[src/rtl/data_unpacker_pkg.sv]
// Shared types and helpers for the data_unpacker word-to-chunk emitter.
// DATA_UNPACKER_SPARSE_EN adds per-byte enables to each FIFO entry.
package data_unpacker_pkg;

  typedef enum logic [1:0] {
    IDLE = 2'd0,
    LOAD = 2'd1,
    EMIT = 2'd2,
    HOLD = 2'd3
  } state_t;

  // endian: 1 = little-endian word, byte-reversed before chunking
  typedef struct packed {
`ifdef DATA_UNPACKER_SPARSE_EN
    logic [3:0]  byte_en;
`endif
    logic        endian;
    logic [31:0] addr;
    logic [31:0] data;
  } fifo_entry_t;

  localparam int unsigned DEFAULT_OUTPUT_WORD_SIZE = 1;
  localparam int unsigned CHUNKS_PER_WORD          = 4 / DEFAULT_OUTPUT_WORD_SIZE;

  function automatic int unsigned chunks_per_word(input int unsigned output_word_size);
    return 4 / output_word_size;
  endfunction

  function automatic logic [31:0] byte_reverse(input logic [31:0] w);
    return {w[7:0], w[15:8], w[23:16], w[31:24]};
  endfunction

endpackage

[src/rtl/data_unpacker_fifo.sv]
// Synchronous FIFO whose registered read data always shows the current head entry.
module data_unpacker_fifo #(
  parameter int unsigned DEPTH = 4,
  parameter int unsigned WIDTH = 32
) (
  input  logic             clk,
  input  logic             rst_n,
  input  logic             push,
  input  logic             pop,
  input  logic [WIDTH-1:0] wr_data,
  output logic [WIDTH-1:0] rd_data,
  output logic             full,
  output logic             empty,
  output logic [$clog2(DEPTH):0] count
);

  localparam int unsigned AW = $clog2(DEPTH);
  localparam int unsigned CW = AW + 1;

  logic [WIDTH-1:0] mem [DEPTH];
  logic [AW-1:0]    wr_ptr;
  logic [AW-1:0]    rd_ptr;
  logic [AW-1:0]    rd_ptr_d;
  logic [CW-1:0]    count_d;

  assign rd_ptr_d = pop ? rd_ptr + AW'(1) : rd_ptr;
  assign count_d  = count + CW'(push) - CW'(pop);

  always_ff @(posedge clk) begin
    if (push) mem[wr_ptr] <= wr_data;
  end

  // Head is forwarded from the write port when the new head is the slot being written.
  always_ff @(posedge clk or negedge rst_n) begin
    if (!rst_n) begin
      wr_ptr  <= '0;
      rd_ptr  <= '0;
      count   <= '0;
      full    <= 1'b0;
      empty   <= 1'b1;
      rd_data <= '0;
    end else begin
      if (push) wr_ptr <= wr_ptr + AW'(1);
      rd_ptr  <= rd_ptr_d;
      count   <= count_d;
      full    <= (count_d == CW'(DEPTH));
      empty   <= (count_d == '0);
      rd_data <= (push && (wr_ptr == rd_ptr_d)) ? wr_data : mem[rd_ptr_d];
    end
  end

endmodule

[src/rtl/data_unpacker.sv]
// Buffers 32-bit addressed words and emits them as paced 8/16/32-bit chunk writes.
// Optional DATA_UNPACKER_SPARSE_EN: per-byte enables skip empty chunks.
module data_unpacker
  import data_unpacker_pkg::*;
#(
  parameter int unsigned OUTPUT_WORD_SIZE          = 1,
  parameter int unsigned ADDRESS_SIZE              = 15,
  parameter int unsigned WRITE_MEM_CLOCK_DELAY     = 4,
  parameter int unsigned WRITE_MEM_EN_CYCLE_LENGTH = 1,
  parameter int unsigned FIFO_DEPTH                = 4
) (
  input  logic                          clk_memory,
  input  logic                          reset_n,
  input  logic                          in_valid,
  output logic                          in_ready,
  input  logic [31:0]                   in_addr,
  input  logic [31:0]                   in_data,
  input  logic                          in_endian_little,
`ifdef DATA_UNPACKER_SPARSE_EN
  input  logic [3:0]                    in_byte_en,
`endif
  output logic                          write_en,
  output logic [ADDRESS_SIZE-1:0]       write_addr,
  output logic [8*OUTPUT_WORD_SIZE-1:0] write_data,
  output logic                          busy
);

  localparam int unsigned CHUNKS    = chunks_per_word(OUTPUT_WORD_SIZE);
  localparam int unsigned DW        = 8 * OUTPUT_WORD_SIZE;
  localparam int unsigned CW        = $clog2(WRITE_MEM_CLOCK_DELAY);
  localparam int unsigned FCW       = $clog2(FIFO_DEPTH) + 1;
  localparam int unsigned EW        = $bits(fifo_entry_t);
  localparam logic [3:0]  FULL_MASK = 4'((1 << CHUNKS) - 1);

  state_t         state_q, state_d;
  fifo_entry_t    in_entry, head, word_q, word_d, emit_src;
  logic [EW-1:0]  in_bits, head_bits;
  logic           push, pop, emit;
  logic           fifo_full, fifo_empty;
  logic [FCW-1:0] fifo_count, fifo_count_d;
  logic [1:0]     k_q, k_d, emit_k;
  logic [CW-1:0]  cnt_q, cnt_d;
  logic [3:0]     word_mask, head_mask;
  logic [2:0]     word_first, word_next, head_first;
  logic           we_d;
  logic [ADDRESS_SIZE-1:0] wa_d;
  logic [DW-1:0]  wd_d;

  function automatic logic [31:0] ordered_data(input fifo_entry_t e);
    return e.endian ? byte_reverse(e.data) : e.data;
  endfunction

  function automatic logic [ADDRESS_SIZE-1:0] chunk_addr(input logic [31:0] a, input logic [1:0] idx);
    return ADDRESS_SIZE'((a & ~32'(OUTPUT_WORD_SIZE - 1)) + 32'(idx) * 32'(OUTPUT_WORD_SIZE));
  endfunction

  function automatic logic [DW-1:0] chunk_data(input logic [31:0] ord, input logic [1:0] idx);
    return DW'(ord >> (32'd32 - 32'(DW) * (32'(idx) + 32'd1)));
  endfunction

  // {found, index} of the lowest enabled chunk at or above start
  function automatic logic [2:0] find_chunk(input logic [3:0] m, input int start);
    logic [2:0] r;
    r = '0;
    for (int j = 3; j >= 0; j--) begin
      if (j >= start && j < int'(CHUNKS) && m[2'(j)]) r = {1'b1, 2'(j)};
    end
    return r;
  endfunction

`ifdef DATA_UNPACKER_SPARSE_EN
  function automatic logic [3:0] chunk_mask(input fifo_entry_t e);
    logic [3:0] be, m;
    be = e.endian ? {e.byte_en[0], e.byte_en[1], e.byte_en[2], e.byte_en[3]} : e.byte_en;
    m  = '0;
    for (int i = 0; i < 4; i++) begin
      if (be[2'(3 - i)]) m[2'(i / OUTPUT_WORD_SIZE)] = 1'b1;
    end
    return m;
  endfunction

  assign word_mask = chunk_mask(word_q);
  assign head_mask = chunk_mask(head);
`else
  assign word_mask = FULL_MASK;
  assign head_mask = FULL_MASK;
`endif

  assign word_first = find_chunk(word_mask, 0);
  assign word_next  = find_chunk(word_mask, int'(k_q) + 1);
  assign head_first = find_chunk(head_mask, 0);

  always_comb begin
    in_entry        = '0;
    in_entry.addr   = in_addr;
    in_entry.data   = in_data;
    in_entry.endian = in_endian_little;
`ifdef DATA_UNPACKER_SPARSE_EN
    in_entry.byte_en = in_byte_en;
`endif
  end

  assign in_bits      = in_entry;
  assign head         = head_bits;
  assign push         = in_valid && in_ready && !fifo_full;
  assign fifo_count_d = fifo_count + FCW'(push) - FCW'(pop);

  data_unpacker_fifo #(
    .DEPTH (FIFO_DEPTH),
    .WIDTH (EW)
  ) u_fifo (
    .clk     (clk_memory),
    .rst_n   (reset_n),
    .push    (push),
    .pop     (pop),
    .wr_data (in_bits),
    .rd_data (head_bits),
    .full    (fifo_full),
    .empty   (fifo_empty),
    .count   (fifo_count)
  );

  // Next chunk is chosen at the last slot cycle so the following strobe lands with no gap.
  always_comb begin
    state_d  = state_q;
    word_d   = word_q;
    k_d      = k_q;
    cnt_d    = cnt_q;
    we_d     = write_en;
    wa_d     = write_addr;
    wd_d     = write_data;
    pop      = 1'b0;
    emit     = 1'b0;
    emit_src = word_q;
    emit_k   = '0;

    if (state_q == EMIT || state_q == HOLD) begin
      cnt_d = cnt_q + CW'(1);
      if (cnt_q == CW'(WRITE_MEM_EN_CYCLE_LENGTH - 1)) we_d = 1'b0;
    end

    case (state_q)
      IDLE: begin
        if (!fifo_empty) begin
          pop     = 1'b1;
          word_d  = head;
          state_d = LOAD;
        end
      end
      LOAD: begin
        if (word_first[2]) begin
          emit   = 1'b1;
          emit_k = word_first[1:0];
        end else begin
          state_d = IDLE;
        end
      end
      EMIT: state_d = HOLD;
      HOLD: begin
        if (cnt_q == CW'(WRITE_MEM_CLOCK_DELAY - 1)) begin
          if (word_next[2]) begin
            emit   = 1'b1;
            emit_k = word_next[1:0];
          end else if (!fifo_empty) begin
            pop    = 1'b1;
            word_d = head;
            if (head_first[2]) begin
              emit     = 1'b1;
              emit_src = head;
              emit_k   = head_first[1:0];
            end else begin
              state_d = IDLE;
            end
          end else begin
            state_d = IDLE;
          end
        end
      end
      default: state_d = IDLE;
    endcase

    if (emit) begin
      state_d = EMIT;
      k_d     = emit_k;
      cnt_d   = '0;
      we_d    = 1'b1;
      wa_d    = chunk_addr(emit_src.addr, emit_k);
      wd_d    = chunk_data(ordered_data(emit_src), emit_k);
    end
  end

  always_ff @(posedge clk_memory or negedge reset_n) begin
    if (!reset_n) begin
      state_q    <= IDLE;
      word_q     <= '0;
      k_q        <= '0;
      cnt_q      <= '0;
      write_en   <= 1'b0;
      write_addr <= '0;
      write_data <= '0;
      busy       <= 1'b0;
      in_ready   <= 1'b0;
    end else begin
      state_q    <= state_d;
      word_q     <= word_d;
      k_q        <= k_d;
      cnt_q      <= cnt_d;
      write_en   <= we_d;
      write_addr <= wa_d;
      write_data <= wd_d;
      busy       <= (state_d != IDLE) || (fifo_count_d != '0);
      in_ready   <= (fifo_count_d != FCW'(FIFO_DEPTH));
    end
  end

endmodule

[config.mk]
export PLATFORM = sky130hd
export DESIGN_NAME = data_unpacker
export DESIGN_NICKNAME = d
export VERILOG_FILES = /design/src/rtl/data_unpacker_pkg.sv /design/src/rtl/data_unpacker_fifo.sv /design/src/rtl/data_unpacker.sv
export SDC_FILE = /design/constraint.sdc
export NUM_CORES = 1
export LEC_CHECK = 0
export CORE_AREA = 2 2 178 180
export CTS_CLUSTER_SIZE = 30
export DETAILED_ROUTE_END_ITERATION = 6
export DIE_AREA = 0 0 180 182
export MAX_ROUTING_LAYER = met4
export PLACE_DENSITY_LB_ADDON = 0.3
export SYNTH_ARGS = -nofsm -noshare
export SYNTH_HDL_FRONTEND = slang
export SYNTH_SLANG_ARGS = --single-unit
[constraint.sdc]
create_clock -name clk_memory -period 3 [get_ports clk_memory]
set_input_delay 0.6 -clock clk_memory [delete_from_list [all_inputs] [get_ports clk_memory]]
set_output_delay 0.6 -clock clk_memory [all_outputs]
set_load 0.005 [all_outputs]
==> flow_summary.toml, run 1 <==
[power_and_ir_drop]
clock_power_share_pct = 20.9
power.switching_fraction_pct = 37.1
ir_worst_vdd_mv = 0.594
leakage_component_of_the_power_nw = 6.49
share_comb_of_total_power_pct = 43.7
power.net_switching_w = 0.00775
p_per_area_mw_per_mm2 = 1180
internal-power_w = 0.0131
seq_power_share_pct = 35.4

[sta]
setup_tns_ps = 0
timing.final.max_slew_violations = 0
finClkSkew_ps = 20.6
final_hold_viol_count = 0
hold_ws_ps = 72.9
tightestPinTransition_ps = 752
fin_crit_ps = 2770
timing.final.setup_violations = 0
achievable-frequency_mhz = 361
rsz0062_at_grt = "false"
fin_crit_sh_pct = 92.2
worst_slew_margin_rel_pct = 49.9

[synthesis]
yosysUniqueCellTypes = 54
yosys.area_share.simple_pct = 5.26
synthDominantAreaCellType = "edfxtp_1"
ys.flop_type = "edfxtp_1"
synth-compound-area-share_pct = 16.2
synth_area_per_cell_um2 = 13.2
synth_fp_nets = 1240
xor_and_xnor_area_share_after_synthesis_pct = 1.04
synthCells = 1155
dominant_combinational_cell_family_by_area_after_synthesis = "compound AO/OA/AOI/OAI gates"
ys_warn_count = 0
synth_top_area_share_pct = 37.9
yosysMostFrequentCell = "edfxtp_1"
postSynth.asyncResetShare_pct = 41.5
synthAdderAreaFrac_pct = 1.45
synth_enable_flop_cells = 192
synth_mux_area_share_pct = 12.4
mappedNetlistArea_mm2 = 0.0152
synth-seq-area-share_pct = 60.3
synth_commonest_cells = "edfxtp_1 (192), dfrtp_1 (135), mux2_2 (125)"
synth-seq-cells = 328
synth_top_cells_by_area = "edfxtp_1 (38%), dfrtp_1 (22%), mux2_2 (9.3%)"

[layout]
nNetsFinal = 1296
drive_gt1_share_pct = 21.0
area.growth.synth_to_final_pct = 16.7
postLayoutCoreUtil_pct = 57.3
number_of_fill_cells_in_the_layout = 2478
post_layout_nonfiller_instances = 1641
diodes = 0

[placement]
port-buffer-count = 76
post-dp-hpwl_um = 21500
number_of_instances_in_the_placed_design = 1575
routabilityCongestion = 0.794

[routing]
postRouteWirelength_um = 36200
wl_per_cell_um = 22.1
detail_route.first_pass.iterations = 7
vias = 10318
route.detailed.vias_per_inst = 6.29
first_iter_violations = 1001
route.detailed.drc = 0
postRouteAntennaNets = 0

[global_routing]
gr-usage-all-layers_pct = 22.8
grt_overflow_total = 0
grt_first_pass_wirelength_um = 57600
grt_start_max_net_pins = 104
grt_antenna_before_repair = 0
vias_in_the_first_global_route = 10311

[floorplan]
design.die.area_mm2 = 0.0328
die_width_um = 180
ioPinCount = 94
placement_row_count = 65
initial_core_util_pct = 49.1
chipHeight_um = 182
fp.coreArea_mm2 = 0.0310

[critical_path]
cp_data_required_time_ps = 3370
critPathKind = "reg2reg"
cp_data_arrival_time_ps = 3140
start_kind = "flop"
path_max_fanout = 7
critPathCaptureType = "flop"

[clocking]
clock_buffers_created_by_tritoncts = 36
clock_tree.htree_level_count = 2
cts-root-buf = "clkbuf_16"
tritoncts = "built"
postCtsSetupBuffers = 0
cts_hold_buf = 0
clock_insertion_delay_worst_skew_ps = 520
clk_pin_slew_worst_paths_ps = 50
cts-root-to-sink-buffers = 3
cts.sinks = 328

[hold_path]
worst_hold_path_type = "in2async"

[flow_run]
max_cap_viol_count = 0

[run_status]
run_status = "complete, no violations"
## routing by layer
metal | up-vias | GRT usage, % | share of wire, %
met5 | - | - | 0
met4 | 0 | 8.85 | 3.1
met3 | 78 | 4.37 | 6.7
met2 | 386 | 34.1 | 46
met1 | 5221 | 30.8 | 44
li1 | 4633 | - | -
## path summary, 6_finish.rpt
path / startpoint / end / depth (start not counted) / slack [ps]
worst max-delay path: state_q[0] / busy / 11 / 230
worst min-delay path: reset_n / word_q[26] / 1 / 70
worst max register to register: state_q[0] / busy / 11 / 230
worst min register to register: u_fifo.rd_data[20] / word_q[20] / 1 / 470
max in group asynchronous: reset_n / word_q[42] / 2 / 2240
min in group clk_memory: u_fifo.rd_data[20] / word_q[20] / 1 / 470
## cell usage in the layout (no fill, tap or decap), types with 13 or more instances in the layout
cell               n
o31ai_1           16
ha_1              16
a21oi_1           19
buf_4             26
clkbuf_16         39
nand2b_1          16
a221oi_1          95
mux2i_1           18
o2bb2ai_1         47
mux2_2           125
o22ai_1           63
edfxtp_1         192
inv_1             18
o21ai_0           75
nand3_1           14
mux2_4            20
nand2_1           99
buf_12            13
dfrtp_1          133
clkdlybuf4s50_1   75
## per-stage QoR
step	area [µm²]	worst slack [ps]	total power, W
after floorplan	15200	33.7	0.0135
after global placement	16600	281	0.0162
after detailed placement	16600	114	0.0165
after CTS	17800	107	0.0209
after global routing	17800	38.4	0.0221
final	17800	233	0.0209
## critical path, cell delays in order, from the launching register on
cell	delay [ps]
dfrtp_1	450
inv_1	130
ha_1	290
a31o_4	260
nand2_4	80
inv_2	50
ha_1	260
inv_1	40
ha_1	180
fa_1	480
nor3_2	260
nand4_1	130
## power by group through the flow
stage / clock (W) / sequential [W] / combinational, W
global placement: 0 / 0.00739 / 0.00878
detailed placement: 0 / 0.00746 / 0.00904
finish: 0.00437 / 0.00739 / 0.00912
floorplan: 0 / 0.00697 / 0.00656
CTS: 0.00447 / 0.00737 / 0.00910
global route: 0.00465 / 0.00755 / 0.00987
## area by class of cell
cell class	count	area [µm²]	area share, %
flip-flops and latches	328	9180	51.7
inverters	19	71.3	0.402
well taps	402	503	2.83
clock buffers	50	1080	6.09
multi-input cells	711	5600	31.5
repair buffers	115	1220	6.86
clock inverters	16	113	0.634
## state kept, by name (all words and copies together) (netlist names), 2 cells and up
register / count
cnt_q: 2
state_q: 2
u_fifo.count: 3
u_fifo.mem: 192
u_fifo.rd_data: 48
u_fifo.rd_ptr: 2
u_fifo.wr_ptr: 2
word_q: 48
write_addr: 15
write_data: 8
## cell families after synthesis
family	Yosys count
AO/OA/AOI/OAI	343
buffers and inverters	116
AND/OR/NAND/NOR	170
flip-flops	328
multiplexers	163
adder cells (fa/ha/maj)	17
XOR/XNOR	18
## timing repair
| item | 4_1_cts | 5_1_grt |
|---|---|---|
| gates resized for setup | 0 | 1 |
| setup endpoints to repair | 0 | 1 |
| endpoints found under the hold margin | 0 | 0 |
Note: power is estimated with default switching activity, not from simulation.
==> run 2, diff against run 1 <==
==> constraint.sdc (replaced) <==
create_clock -name clk_memory -period 3.2 [get_ports clk_memory]
set_input_delay 0.64 -clock clk_memory [delete_from_list [all_inputs] [get_ports clk_memory]]
set_output_delay 0.64 -clock clk_memory [all_outputs]
set_load 0.005 [all_outputs]
==> run 2 against run 1 <==
Compared with the run above:
- wire length down 0.44%
- non-clock buffer count down 2
- count of clock-buffer cells in the layout up 6
- global-route usage down 0.28 points
- sequential cell count unchanged
- critical path type unchanged
- largest cell class unchanged
==> flow_summary.toml, run 2 (synthesis gave the netlist of run 1 again) <==
[global_routing]
grt_start_max_net_pins = 146
grt_first_pass_wirelength_um = 56900
grt_overflow_total = 0
gr-usage-all-layers_pct = 22.5
grt_antenna_before_repair = 0
vias_in_the_first_global_route = 9996

[critical_path]
worstReg2RegStart = "state_q[0]"
critPathCaptureType = "flop"
start_kind = "flop"
worst-r2r-cell-count = 11
cp_data_required_time_ps = 3580
reg2reg_slack_ps = 410
cp_data_arrival_time_ps = 3170
path_max_fanout = 7
critPathKind = "reg2reg"
worstReg2RegEnd = "busy"

[clocking]
clock_insertion_delay_worst_skew_ps = 530
cts_hold_buf = 0
cts-root-to-sink-buffers = 3
tritoncts = "built"
postCtsSetupBuffers = 0
clock_tree.htree_level_count = 2
clock_buffers_created_by_tritoncts = 36
clk_pin_slew_worst_paths_ps = 60
cts.repair.resized = 0
cts-root-buf = "clkbuf_16"
cts.sinks = 328

[power_and_ir_drop]
power.switching_fraction_pct = 36.8
ir_worst_vdd_mv = 0.676
share_comb_of_total_power_pct = 43.5
p_total_w = 0.0198
clock_power_share_pct = 21.8
p_per_area_mw_per_mm2 = 1110
seq_power_share_pct = 34.7
internal-power_w = 0.0125
power.net_switching_w = 0.00727
leakage_component_of_the_power_nw = 6.51

[layout]
drive_gt1_share_pct = 21.1
registers.top_by_ff_count = "u_fifo.mem"
largest_register_ff_count = 192
fin_area_mm2 = 0.0178
area.growth.synth_to_final_pct = 16.9
largest_registers = "u_fifo.mem (192), u_fifo.rd_data (48), word_q (48)"
most_common_cell_after_layout_fill_and_taps_aside = "edfxtp_1"
nNetsFinal = 1294
mostFrequentLayoutCells = "edfxtp_1 (192), dfrtp_1 (133), mux2_2 (125), nand2_1 (99), a221oi_1 (95)"
diodes = 0

[routing]
first_iter_violations = 949
route.met2.wl_um = 17100
postRouteAntennaNets = 0
drt-met1-wl_um = 15700
detail_route.first_pass.iterations = 7
met3_length_um = 2600
wl_per_cell_um = 22.0
top_routing_layer_in_use = "met4"
route.detailed.vias_per_inst = 6.29
vias = 10317
postRouteWirelength_um = 36100
route.detailed.drc = 0

[floorplan]
fp.coreArea_mm2 = 0.0310
ioPinCount = 94
initial_core_util_pct = 49.1
placement_row_count = 65
design.die.area_mm2 = 0.0328
die_width_um = 180
chipHeight_um = 182

[sta]
timing.final.setup_violations = 0
worst_slew_margin_rel_pct = 37.5
timing.final.max_slew_violations = 0
fin_crit_sh_pct = 87.0
fin_crit_ps = 2790
setup_tns_ps = 0
finClkSkew_ps = 13.5
layout_setup_ws_ps = 415
hold_ws_ps = 65.7
tightestPinTransition_ps = 936
final_hold_viol_count = 0
achievable-frequency_mhz = 359
rsz0062_at_grt = "false"

[placement]
routabilityCongestion = 0.799
port-buffer-count = 76
placed_cell_area_mm2 = 0.0165
post-dp-hpwl_um = 20600
dp_slack_ps = 371

[flow_run]
max_cap_viol_count = 0

[hold_path]
worst_hold_path_type = "in2async"

[run_status]
run_status = "complete, no violations"
run 2: cell types whose count changed in the layout (fill, tap and decap cells not counted), sizes merged:
| cell | before | now |
|---|---|---|
| buf | 40 | 38 |
| bufinv | 1 | 2 |
| clkbuf | 50 | 56 |
| clkinv | 11 | 6 |
| inv | 22 | 20 |
run 2: how the worst max path moves through the flow:
| stage | from | endpoint | slack [ps] | cells past startpoint |
|---|---|---|---|---|
| after floorplan | state_q[0] | busy | 230 | 12 |
| after global placement | state_q[0] | busy | 500 | 12 |
| after detailed placement | state_q[0] | busy | 370 | 12 |
| after CTS | state_q[0] | busy | 380 | 12 |
| after global routing | state_q[0] | busy | 180 | 12 |
| final | state_q[0] | busy | 410 | 11 |
run 2: final cells by class:
| cell class | instances | area (µm²) |
|---|---|---|
| inverters | 19 | 71.3 |
| multi-input cells | 711 | 5590 |
| flip-flops and latches | 328 | 9180 |
| clock buffers | 56 | 1150 |
| repair buffers | 113 | 1180 |
| clock inverters | 10 | 118 |
| well taps | 402 | 503 |
| fillers | 2438 | 13200 |
run 2: critical path: stages (launching register included):
cell and delay [ps]:
dfrtp_1 450, inv_1 130, ha_1 290, a31o_4 260, nand2_4 80, inv_2 50
ha_1 260, inv_1 40, ha_1 180, fa_1 480, nor3_1 270, nand4_1 140
run 2: metal layers:
layer / GRT usage, % / up-vias
met5: - / -
met4: 6.57 / 0
met3: 3.47 / 65
met2: 34.8 / 462
met1: 31.0 / 5160
li1: - / 4630
run 2: power by group through the flow:
stage	clock [W]	combinational, W	sequential, W
floorplan	0	0.00615	0.00654
CTS	0.00439	0.00859	0.00684
global placement	0	0.00833	0.00685
detailed placement	0	0.00853	0.00691
finish	0.00430	0.00860	0.00685
global route	0.00457	0.00930	0.00699
run 2: through the flow:
| step | util [%] | cells |
|---|---|---|
| finish | 57.4 | 1639 |
| global placement | 53.3 | 1573 |
| detailed placement | 53.3 | 1573 |
| global route | 57.4 | 1639 |
| floorplan | - | 1155 |
| CTS | 57.4 | 1639 |
